### config.mk
export PLATFORM = sky130hd
export DESIGN_NAME = register_file_arbiter
export DESIGN_NICKNAME = d
export VERILOG_FILES = /design/src/rtl/register_file_arbiter.sv
export SDC_FILE = /design/constraint.sdc
export NUM_CORES = 1
export LEC_CHECK = 0
export ABC_AREA = 1
export CORE_ASPECT_RATIO = 1.1
export CORE_MARGIN = 2
export CORE_UTILIZATION = 29
export DETAILED_ROUTE_END_ITERATION = 7
export PLACE_DENSITY = 0.8
export SYNTH_ARGS = -nofsm -noshare
export SYNTH_HDL_FRONTEND = slang
export SYNTH_SLANG_ARGS = --single-unit
### constraint.sdc
create_clock -name Clock -period 2.35 [get_ports Clock]
set_clock_uncertainty 0.2 [all_clocks]
set_input_delay 0.47 -clock Clock [delete_from_list [all_inputs] [get_ports Clock]]
set_output_delay 0.47 -clock Clock [all_outputs]
set_load 0.02 [all_outputs]
### src/rtl/register_file_arbiter.sv
// -----------------------------------------------------------------------------
// register_file_arbiter
//
// Round-robin arbiter sharing the single write port (port A) of a register
// file between Requesters independent masters. One pending request is granted
// per cycle. Writes go straight to the register file. Read data is returned
// through a registered response path one cycle after acceptance. Port B of
// the register file is passed through as an unarbitrated peek port.
//
// Optional feature macro: REGFILE_ARB_LOCK_EN
//   When defined, adds the Lock input. A requester can then hold exclusive
//   ownership of the port across several transfers.
//
// Parameters:
//   AddressWidth   register address width (must match the register file)
//   RegisterWidth  register data width
//   Requesters     number of masters, 2..8
//
// Ports:
//   Clock, nReset            clock, asynchronous active-low reset
//   Req, Write               per-requester request valid / 1=write 0=read
//   Lock                     per-requester lock request (REGFILE_ARB_LOCK_EN)
//   ReqAddress, ReqWriteData per-requester address / write data, slice i = i
//   Grant                    one-hot combinational grant
//   RespValid, RespData      registered read response strobe / data
//   RfWriteEnable, RfAddressA, RfWriteData, RfReadDataA   register file port A
//   PeekAddress, PeekData    peek request / data, wired to port B
//   RfAddressB, RfReadDataB  register file port B
// -----------------------------------------------------------------------------
module register_file_arbiter #(
    parameter int AddressWidth  = 6,
    parameter int RegisterWidth = 16,
    parameter int Requesters    = 4
) (
    input  logic                              Clock,
    input  logic                              nReset,
    input  logic [Requesters-1:0]             Req,
    input  logic [Requesters-1:0]             Write,
`ifdef REGFILE_ARB_LOCK_EN
    input  logic [Requesters-1:0]             Lock,
`endif
    input  logic [Requesters*AddressWidth-1:0]  ReqAddress,
    input  logic [Requesters*RegisterWidth-1:0] ReqWriteData,
    output logic [Requesters-1:0]             Grant,
    output logic [Requesters-1:0]             RespValid,
    output logic [RegisterWidth-1:0]          RespData,
    output logic                              RfWriteEnable,
    output logic [AddressWidth-1:0]           RfAddressA,
    output logic [RegisterWidth-1:0]          RfWriteData,
    input  logic [RegisterWidth-1:0]          RfReadDataA,
    input  logic [AddressWidth-1:0]           PeekAddress,
    output logic [AddressWidth-1:0]           RfAddressB,
    input  logic [RegisterWidth-1:0]          RfReadDataB,
    output logic [RegisterWidth-1:0]          PeekData
);

    localparam int PtrWidth = $clog2(Requesters);

    typedef logic [PtrWidth-1:0] idx_t;

    idx_t                    ptr;
    idx_t                    win;
    logic                    found;
    logic                    accept;
    logic [Requesters-1:0]   eligible;
    logic [Requesters-1:0]   grant_c;
    logic [Requesters-1:0]   resp_valid;
    logic [RegisterWidth-1:0] resp_data;

    // Increment with wrap from Requesters-1 back to 0 (Requesters need not be
    // a power of two).
    function automatic idx_t next_index(input idx_t i);
        if (i == idx_t'(Requesters - 1)) begin
            return '0;
        end
        return i + 1'b1;
    endfunction

`ifdef REGFILE_ARB_LOCK_EN
    typedef enum logic {
        ARB_FREE,
        ARB_LOCKED
    } lock_state_t;

    lock_state_t lock_state;
    idx_t        owner;

    // While locked only the owner may compete.
    always_comb begin
        eligible = Req;
        if (lock_state == ARB_LOCKED) begin
            eligible        = '0;
            eligible[owner] = Req[owner];
        end
    end
`else
    always_comb begin
        eligible = Req;
    end
`endif

    // Search from ptr upward with wrap-around; first eligible requester wins.
    always_comb begin
        logic [PtrWidth:0] cand;
        found = 1'b0;
        win   = '0;
        cand  = '0;
        for (int unsigned k = 0; k < Requesters; k++) begin
            cand = {1'b0, ptr} + (PtrWidth+1)'(k);
            if (cand >= (PtrWidth+1)'(Requesters)) begin
                cand = cand - (PtrWidth+1)'(Requesters);
            end
            if (!found && eligible[cand[PtrWidth-1:0]]) begin
                found = 1'b1;
                win   = cand[PtrWidth-1:0];
            end
        end
    end

    // Gating with nReset keeps Grant and the write enable low during reset.
    assign accept = found & nReset;

    always_comb begin
        grant_c = '0;
        if (accept) begin
            grant_c[win] = 1'b1;
        end
    end

    assign Grant = grant_c;

    // Port A datapath mux; all zero when nothing is granted.
    always_comb begin
        RfAddressA    = '0;
        RfWriteData   = '0;
        RfWriteEnable = 1'b0;
        if (accept) begin
            RfAddressA    = ReqAddress[int'(win)*AddressWidth +: AddressWidth];
            RfWriteData   = ReqWriteData[int'(win)*RegisterWidth +: RegisterWidth];
            RfWriteEnable = Write[win];
        end
    end

    always_ff @(posedge Clock or negedge nReset) begin
        if (!nReset) begin
            ptr        <= '0;
            resp_valid <= '0;
            resp_data  <= '0;
`ifdef REGFILE_ARB_LOCK_EN
            lock_state <= ARB_FREE;
            owner      <= '0;
`endif
        end else begin
            resp_valid <= '0;
            if (accept && !Write[win]) begin
                resp_valid <= grant_c;
                resp_data  <= RfReadDataA;
            end
`ifdef REGFILE_ARB_LOCK_EN
            case (lock_state)
                ARB_FREE: begin
                    if (accept) begin
                        ptr <= next_index(win);
                        if (Lock[win]) begin
                            lock_state <= ARB_LOCKED;
                            owner      <= win;
                        end
                    end
                end
                ARB_LOCKED: begin
                    // Only the owner can be accepted here, so win == owner.
                    // Ptr stays frozen until the lock is released.
                    if (!Req[owner] || (accept && !Lock[owner])) begin
                        lock_state <= ARB_FREE;
                        ptr        <= next_index(owner);
                    end
                end
                default: begin
                    lock_state <= ARB_FREE;
                end
            endcase
`else
            if (accept) begin
                ptr <= next_index(win);
            end
`endif
        end
    end

    assign RespValid  = resp_valid;
    assign RespData   = resp_data;

    // Unarbitrated peek port.
    assign RfAddressB = PeekAddress;
    assign PeekData   = RfReadDataB;

endmodule

==> results.sh, run 1 <==
export IMPL_critPathKind="flop to output pin"
export IMPL_p_seq_frac=0.066
export IMPL_vdd_drop_max_v=0.00102
export IMPL_synthSimpleGateAreaFrac=0.355
export IMPL_synth_area_mux_share=0
export IMPL_gp_congestion=0.876
export IMPL_drive_gt1_frac=0.351
export IMPL_dr_pass1_iters=4
export IMPL_syn_num_nets=510
export IMPL_drtAntennaViolNets=0
export IMPL_post_dp_cell_area_um2=4110
export IMPL_drt_iter0_drc=108
export IMPL_yosys_area_share_adder=0.0217
export IMPL_numPortBuffers=160
export IMPL_cts_clk_slew_worst_paths_ns=0.07
export IMPL_slew_headroom=0.813
export IMPL_hold_start="RespData[1]$_DFFE_PN0P_"
export IMPL_violations="negative setup slack"
export IMPL_ys_types=23
export IMPL_finalMaxSlewViolations=0
export IMPL_outcome="finished, violations left"
export IMPL_period_needed_ns=3.08
export IMPL_antenna_cells=0
export IMPL_grt_overflow=0
export IMPL_p_clk_frac=0.022
export IMPL_wirelength_um=10200
export IMPL_die_h_um=97.6
export IMPL_row_count=34
export IMPL_synth_xor_area_share=0
export IMPL_ys_ff_latch=22
export IMPL_r2r_end="RespData[2]$_DFFE_PN0P_"
export IMPL_grt_usage=0.208
export IMPL_worstReg2RegStart="ptr[0]$_DFFE_PN0P_"
export IMPL_antenna_found_initial=0
export IMPL_cts_buffers=3
export IMPL_synth_compound_area_share=0.173
export IMPL_fmax_mhz=325
export IMPL_rsz0062_at_grt="yes"
export IMPL_clock_latency_ns=0.26
export IMPL_power_leakage_uw=0.00223
export IMPL_syn_to_final_growth_pct=108
export IMPL_fin_hold_ws_ns=0.276
export IMPL_hold_path_end="RespData[1]$_DFFE_PN0P_"
export IMPL_drc_errors=0
export IMPL_tritoncts="built"
export IMPL_startpoint_type="flop"
export IMPL_cap_violations=0
export IMPL_vias=3143
export IMPL_cts_max_level=1
export IMPL_ys_seq_area_frac=0.238
export IMPL_power_switching_uw=5140
export IMPL_crit_path_end_kind="output pin"
export IMPL_nFillCells=708
export IMPL_worstPathMaxFanout=7
export IMPL_grt_pass1_wl_um=14300
export IMPL_swShare=0.499
export IMPL_ios=205
export IMPL_setup_violations_final=47
export IMPL_setup_ws_ns=-0.727
export IMPL_clockBufferDepth=2
export IMPL_avgSynthCellArea_um2=6.25
export IMPL_internal_power_uw=5170
export IMPL_initial_core_util=0.295
export IMPL_viasPerCell=4.82
export IMPL_die_w_um=89.1
export IMPL_synth_area_um2=2310
export IMPL_core_um2=7830
export IMPL_hp_class="flop to flop"
export IMPL_synth_top_family_by_area="simple AND/OR/NAND/NOR gates"
export IMPL_wl_per_cell_um=15.7
export IMPL_grt_start_max_net_pins=25
export IMPL_required_ns=1.68
export IMPL_root_buffer="clkbuf_8"
export IMPL_post_route_cell_area_um2=4800
export IMPL_hold_violations=0
export IMPL_nNetsFinal=686
export IMPL_rrSetupSlack_ns=-0.25
export IMPL_fin_crit_sh=1.31
export IMPL_fp_dieArea_um2=8700
export IMPL_pwr_share_comb=0.912
export IMPL_critPathArrivalTime_ns=2.41
export IMPL_worst_pin_slew_ns=0.280
export IMPL_power_density_nw_per_um2=2150
export IMPL_hold_depth=2
export IMPL_cts_hold_buf=0
export IMPL_synthCells=370
export IMPL_yosys_warnings=0
export IMPL_setup_tns_ns=-20.47
export IMPL_reg2regPathDepth=18
export IMPL_hpwl_um=7280
export IMPL_cts_sinks=22
export IMPL_grt_pass1_vias=3065
## Yosys cell counts, drive strengths merged
cell type | count | area share
inv | 40 | 0.067
a21oi | 22 | 0.048
clkbuf | 2 | 0.0032
ha | 4 | 0.022
dfrtp | 22 | 0.24
o211ai | 22 | 0.071
buf | 42 | 0.14
o21ai | 25 | 0.054
nand3 | 30 | 0.080
nor2 | 52 | 0.089
nand4 | 3 | 0.0081
clkinv | 1 | 0.0016
nand2 | 105 | 0.18
## kinds of logic after synthesis
logic type,count (synthesis)
buffers and inverters,85
AND/OR/NAND/NOR,190
AO/OA/AOI/OAI,69
adder cells (fa/ha/maj),4
flip-flops,22
## registers in the layout, indices dropped and copies added, names as in the netlist
| register | cells |
|---|---|
| RespData | 16 |
| RespValid | 4 |
| ptr | 2 |
## per-stage QoR
stage          worst slack [ns]  instances  total power [uW]   util
2_1_floorplan            -0.120        370              5270      -
3_3_place_gp              -1.18        622              7570  0.525
3_5_place_dp              -1.22        622              7700  0.525
4_1_cts                  -0.701        639              8910  0.563
5_1_grt                  -0.826        652             11000  0.614
6_report                 -0.727        652             10300  0.614
## worst max-delay path by stage
stage	start	to	cells past startpoint
3_3_place_gp	Req[3]	RfWriteData[0]	15
6_report	ptr[0]$_DFFE_PN0P_	RfWriteData[1]	16
3_5_place_dp	Req[3]	RfWriteData[0]	15
2_1_floorplan	ptr[0]$_DFFE_PN0P_	RfWriteData[10]	15
4_1_cts	ptr[0]$_DFFE_PN0P_	RfWriteData[1]	15
5_1_grt	ptr[0]$_DFFE_PN0P_	RfWriteData[5]	16
## repair_timing
action,4_1_cts,5_1_grt
gates cloned,5,3
gates resized for setup,156,76
setup endpoints to repair,48,47
pin swaps,13,25
setup buffers,9,10
## cells in the final DEF, fill, tap and decap left out, types with 20 or more instances in the layout
cell / Yosys / routed
buf_4: 25 / 41
inv_1: 35 / 27
nand2_1: 98 / 62
nand2_2: 7 / 26
o211ai_1: 22 / 22
buf_6: 8 / 23
clkdlybuf4s50_1: 0 / 129
a21oi_2: 0 / 22
nor2_1: 50 / 43
o21ai_1: 20 / 23
dfrtp_1: 22 / 20
## per-layer routing
| layer | up-vias | GRT usage | part of all wire |
|---|---|---|---|
| met5 | - | 0 | 0 |
| met1 | 1424 | 0.213 | 0.36 |
| met3 | 42 | 0.0280 | 0.069 |
| li1 | 1516 | - | - |
| met4 | 0 | 0.116 | 0.050 |
| met2 | 161 | 0.389 | 0.52 |
## worst max-delay path: stages, from the launching register on
cell and delay, ns:
dfrtp_2 0.39, buf_12 0.15, clkinv_8 0.08, nand2_4 0.07, nand2_4 0.07, nand2_4 0.07
nand2_4 0.05, nor2_4 0.17, nand3_4 0.12, nand3_4 0.14, buf_12 0.14, buf_6 0.10
nor2_2 0.03, nor2_1 0.07, o21ai_1 0.10, a21oi_2 0.23, buf_12 0.15
## power by group through the flow
stage	Combinational (uW)	Sequential (uW)	Clock, uW
6_report	9400	678	229
5_1_grt	10000	693	244
4_1_cts	8030	651	232
3_5_place_dp	7020	678	0
3_3_place_gp	6890	672	0
2_1_floorplan	4440	826	0
## layout make-up
type	instances	area (um^2)	area share
clock buffer	3	41.3	0.00859
inverter	41	173	0.0359
multi-input combinational	264	1650	0.343
sequential	22	553	0.115
tap	108	135	0.0281
timing repair buffer	213	2250	0.467
timing repair inverter	1	6.26	0.00130
Note: power is estimated with default switching activity, not from simulation.
==> inputs of run 2 (changes only) <==
Settings changed: PLACE_DENSITY 0.8 to 0.82.
==> results.sh, run 2 (synthesis gave the netlist of run 1 again) <==
export IMPL_grt_overflow=0
export IMPL_cts_buffers=3
export IMPL_finalMaxSlewViolations=0
export IMPL_drt_iter0_drc=38
export IMPL_cts_clk_slew_worst_paths_ns=0.07
export IMPL_slowest_delay_ns=0.43
export IMPL_antenna_found_initial=0
export IMPL_vdd_drop_max_v=0.00142
export IMPL_hp_class="flop to flop"
export IMPL_finalPower_uw=10500
export IMPL_drive_gt1_frac=0.322
export IMPL_die_w_um=89.1
export IMPL_cts_sinks=22
export IMPL_worst_pin_slew_ns=0.291
export IMPL_setup_violations_final=47
export IMPL_hpwl_um=6970
export IMPL_setup_tns_ns=-22.17
export IMPL_fp_dieArea_um2=8700
export IMPL_grt_pass1_vias=3161
export IMPL_crit_path_cell_trace="buf_12, nand2_2, nand2_4, nand2_1, nand2_1, nand2_2, nand2_2, nand2_4, nand3_4, buf_12, buf_6, buf_16, nand2_1, o211ai_1, a21oi_2, buf_6"
export IMPL_cpMaxStageDelayCell="dfrtp_2"
export IMPL_critPathArrivalTime_ns=2.41
export IMPL_outcome="finished, violations left"
export IMPL_root_buffer="clkbuf_8"
export IMPL_layout_commonest_cell="clkdlybuf4s50_1"
export IMPL_ios=205
export IMPL_path_buf_inv=5
export IMPL_drc_errors=0
export IMPL_worstReg2RegStart="ptr[0]$_DFFE_PN0P_"
export IMPL_hold_violations=0
export IMPL_rrSetupSlack_ns=-0.28
export IMPL_most_common_layout_cells="129 x clkdlybuf4s50_1, 81 x nand2_1, 42 x nor2_1"
export IMPL_grt_usage=0.219
export IMPL_gp_congestion=0.876
export IMPL_cts_hold_buf=0
export IMPL_row_count=34
export IMPL_dr_pass1_iters=4
export IMPL_cap_violations=0
export IMPL_setup_ws_ns=-0.729
export IMPL_rsz0062_at_grt="yes"
export IMPL_clockBufferDepth=2
export IMPL_period_needed_ns=3.08
export IMPL_clock_latency_ns=0.25
export IMPL_nNetsFinal=688
export IMPL_tritoncts="built"
export IMPL_grt_start_max_net_pins=23
export IMPL_crit_path_end_kind="output pin"
export IMPL_largest_reg_flops=16
export IMPL_r2r_end="RespData[3]$_DFFE_PN0P_"
export IMPL_hold_depth=2
export IMPL_die_h_um=97.6
export IMPL_core_um2=7830
export IMPL_fin_hold_ws_ns=0.271
export IMPL_viasPerCell=4.69
export IMPL_hold_start="RespData[7]$_DFFE_PN0P_"
export IMPL_violations="negative setup slack"
export IMPL_critPathKind="flop to output pin"
export IMPL_drtAntennaViolNets=0
export IMPL_grt_pass1_wl_um=15000
export IMPL_initial_core_util=0.295
export IMPL_wl_per_cell_um=14.9
export IMPL_power_leakage_uw=0.00222
export IMPL_antenna_cells=0
export IMPL_vias=3070
export IMPL_syn_to_final_growth_pct=106
export IMPL_wirelength_um=9740
export IMPL_hold_path_end="RespData[7]$_DFFE_PN0P_"
export IMPL_numPortBuffers=160
export IMPL_fmax_mhz=325
export IMPL_slew_headroom=0.805
export IMPL_power_density_nw_per_um2=2200
export IMPL_worstPathMaxFanout=7
export IMPL_startpoint_type="flop"
export IMPL_post_place_ws_ns=-1.18
export IMPL_reg2regPathDepth=17
export IMPL_cts_max_level=1
export IMPL_nFillCells=699
export IMPL_fin_crit_sh=1.31
export IMPL_critPathTopFamily="simple AND/OR/NAND/NOR gates"
export IMPL_required_ns=1.68
## run 2: cell count changes in the layout (fill, tap and decap cells not counted), moves of 3 or more
cell / before / now
nand2_4: 17 / 8
clkbuf_16: 3 / 0
nand2_1: 62 / 81
inv_2: 10 / 13
nand2_2: 26 / 16
buf_6: 23 / 27
buf_4: 41 / 38
## run 2: area by class of cell
cell class,instances,area [um^2],share of cell area
clock buffers,3,41.3,0.00868
inverters,41,165,0.0347
multi-input cells,263,1540,0.324
flip-flops and latches,22,553,0.116
well taps,108,135,0.0284
repair buffers,216,2310,0.486
repair inverters,1,8.76,0.00184
## run 2: power by group
| group | leakage (uW) | switching [uW] | total [uW] | internal, uW |
|---|---|---|---|---|
| Clock | 0.0000216 | 104 | 218 | 114 |
| Combinational | 0.00192 | 4800 | 9590 | 4790 |
| Sequential | 0.000278 | 98.7 | 658 | 559 |
## run 2: what timing repair did
| item | CTS | global route |
|---|---|---|
| resized for setup | 185 | 25 |
| setup buffers | 25 | 1 |
| cloned | 9 | 0 |
| setup endpoints to repair | 48 | 49 |
| pin swaps | 29 | 25 |
| hold endpoints to repair | 0 | 0 |
## run 2: how the worst max path moves through the flow
stage | start | end | slack, ns | depth (start not counted)
after global routing | ptr[0]$_DFFE_PN0P_ | RfWriteData[3] | -0.83 | 18
after global placement | Req[3] | RfWriteData[2] | -1.14 | 15
after detailed placement | Req[3] | RfWriteData[0] | -1.18 | 15
after CTS | ptr[0]$_DFFE_PN0P_ | RfWriteData[3] | -0.69 | 13
after floorplan | ptr[0]$_DFFE_PN0P_ | RfWriteData[10] | -0.12 | 15
final | ptr[0]$_DFFE_PN0P_ | RfWriteData[5] | -0.73 | 16
## run 2: tightest hold or removal path: stages, from the launching register on
cell	delay (ns)
dfrtp_1	0.34
nand2_1	0.05
nand2_1	0.05
## run 2: stage by stage
stage | util | std cells | cell area (um^2)
CTS | 0.600 | 654 | 4700
finish | 0.608 | 654 | 4760
global placement | 0.520 | 618 | 4070
global route | 0.608 | 654 | 4760
floorplan | - | 370 | 2430
detailed placement | 0.520 | 618 | 4070
## run 2: per-layer routing
| metal | GRT usage | vias to the layer above | routed length, um |
|---|---|---|---|
| li1 | - | 1518 | - |
| met1 | 0.208 | 1364 | 3290 |
| met2 | 0.426 | 149 | 5250 |
| met3 | 0.0289 | 39 | 647 |
| met4 | 0.121 | 0 | 557 |
| met5 | 0 | - | 0 |
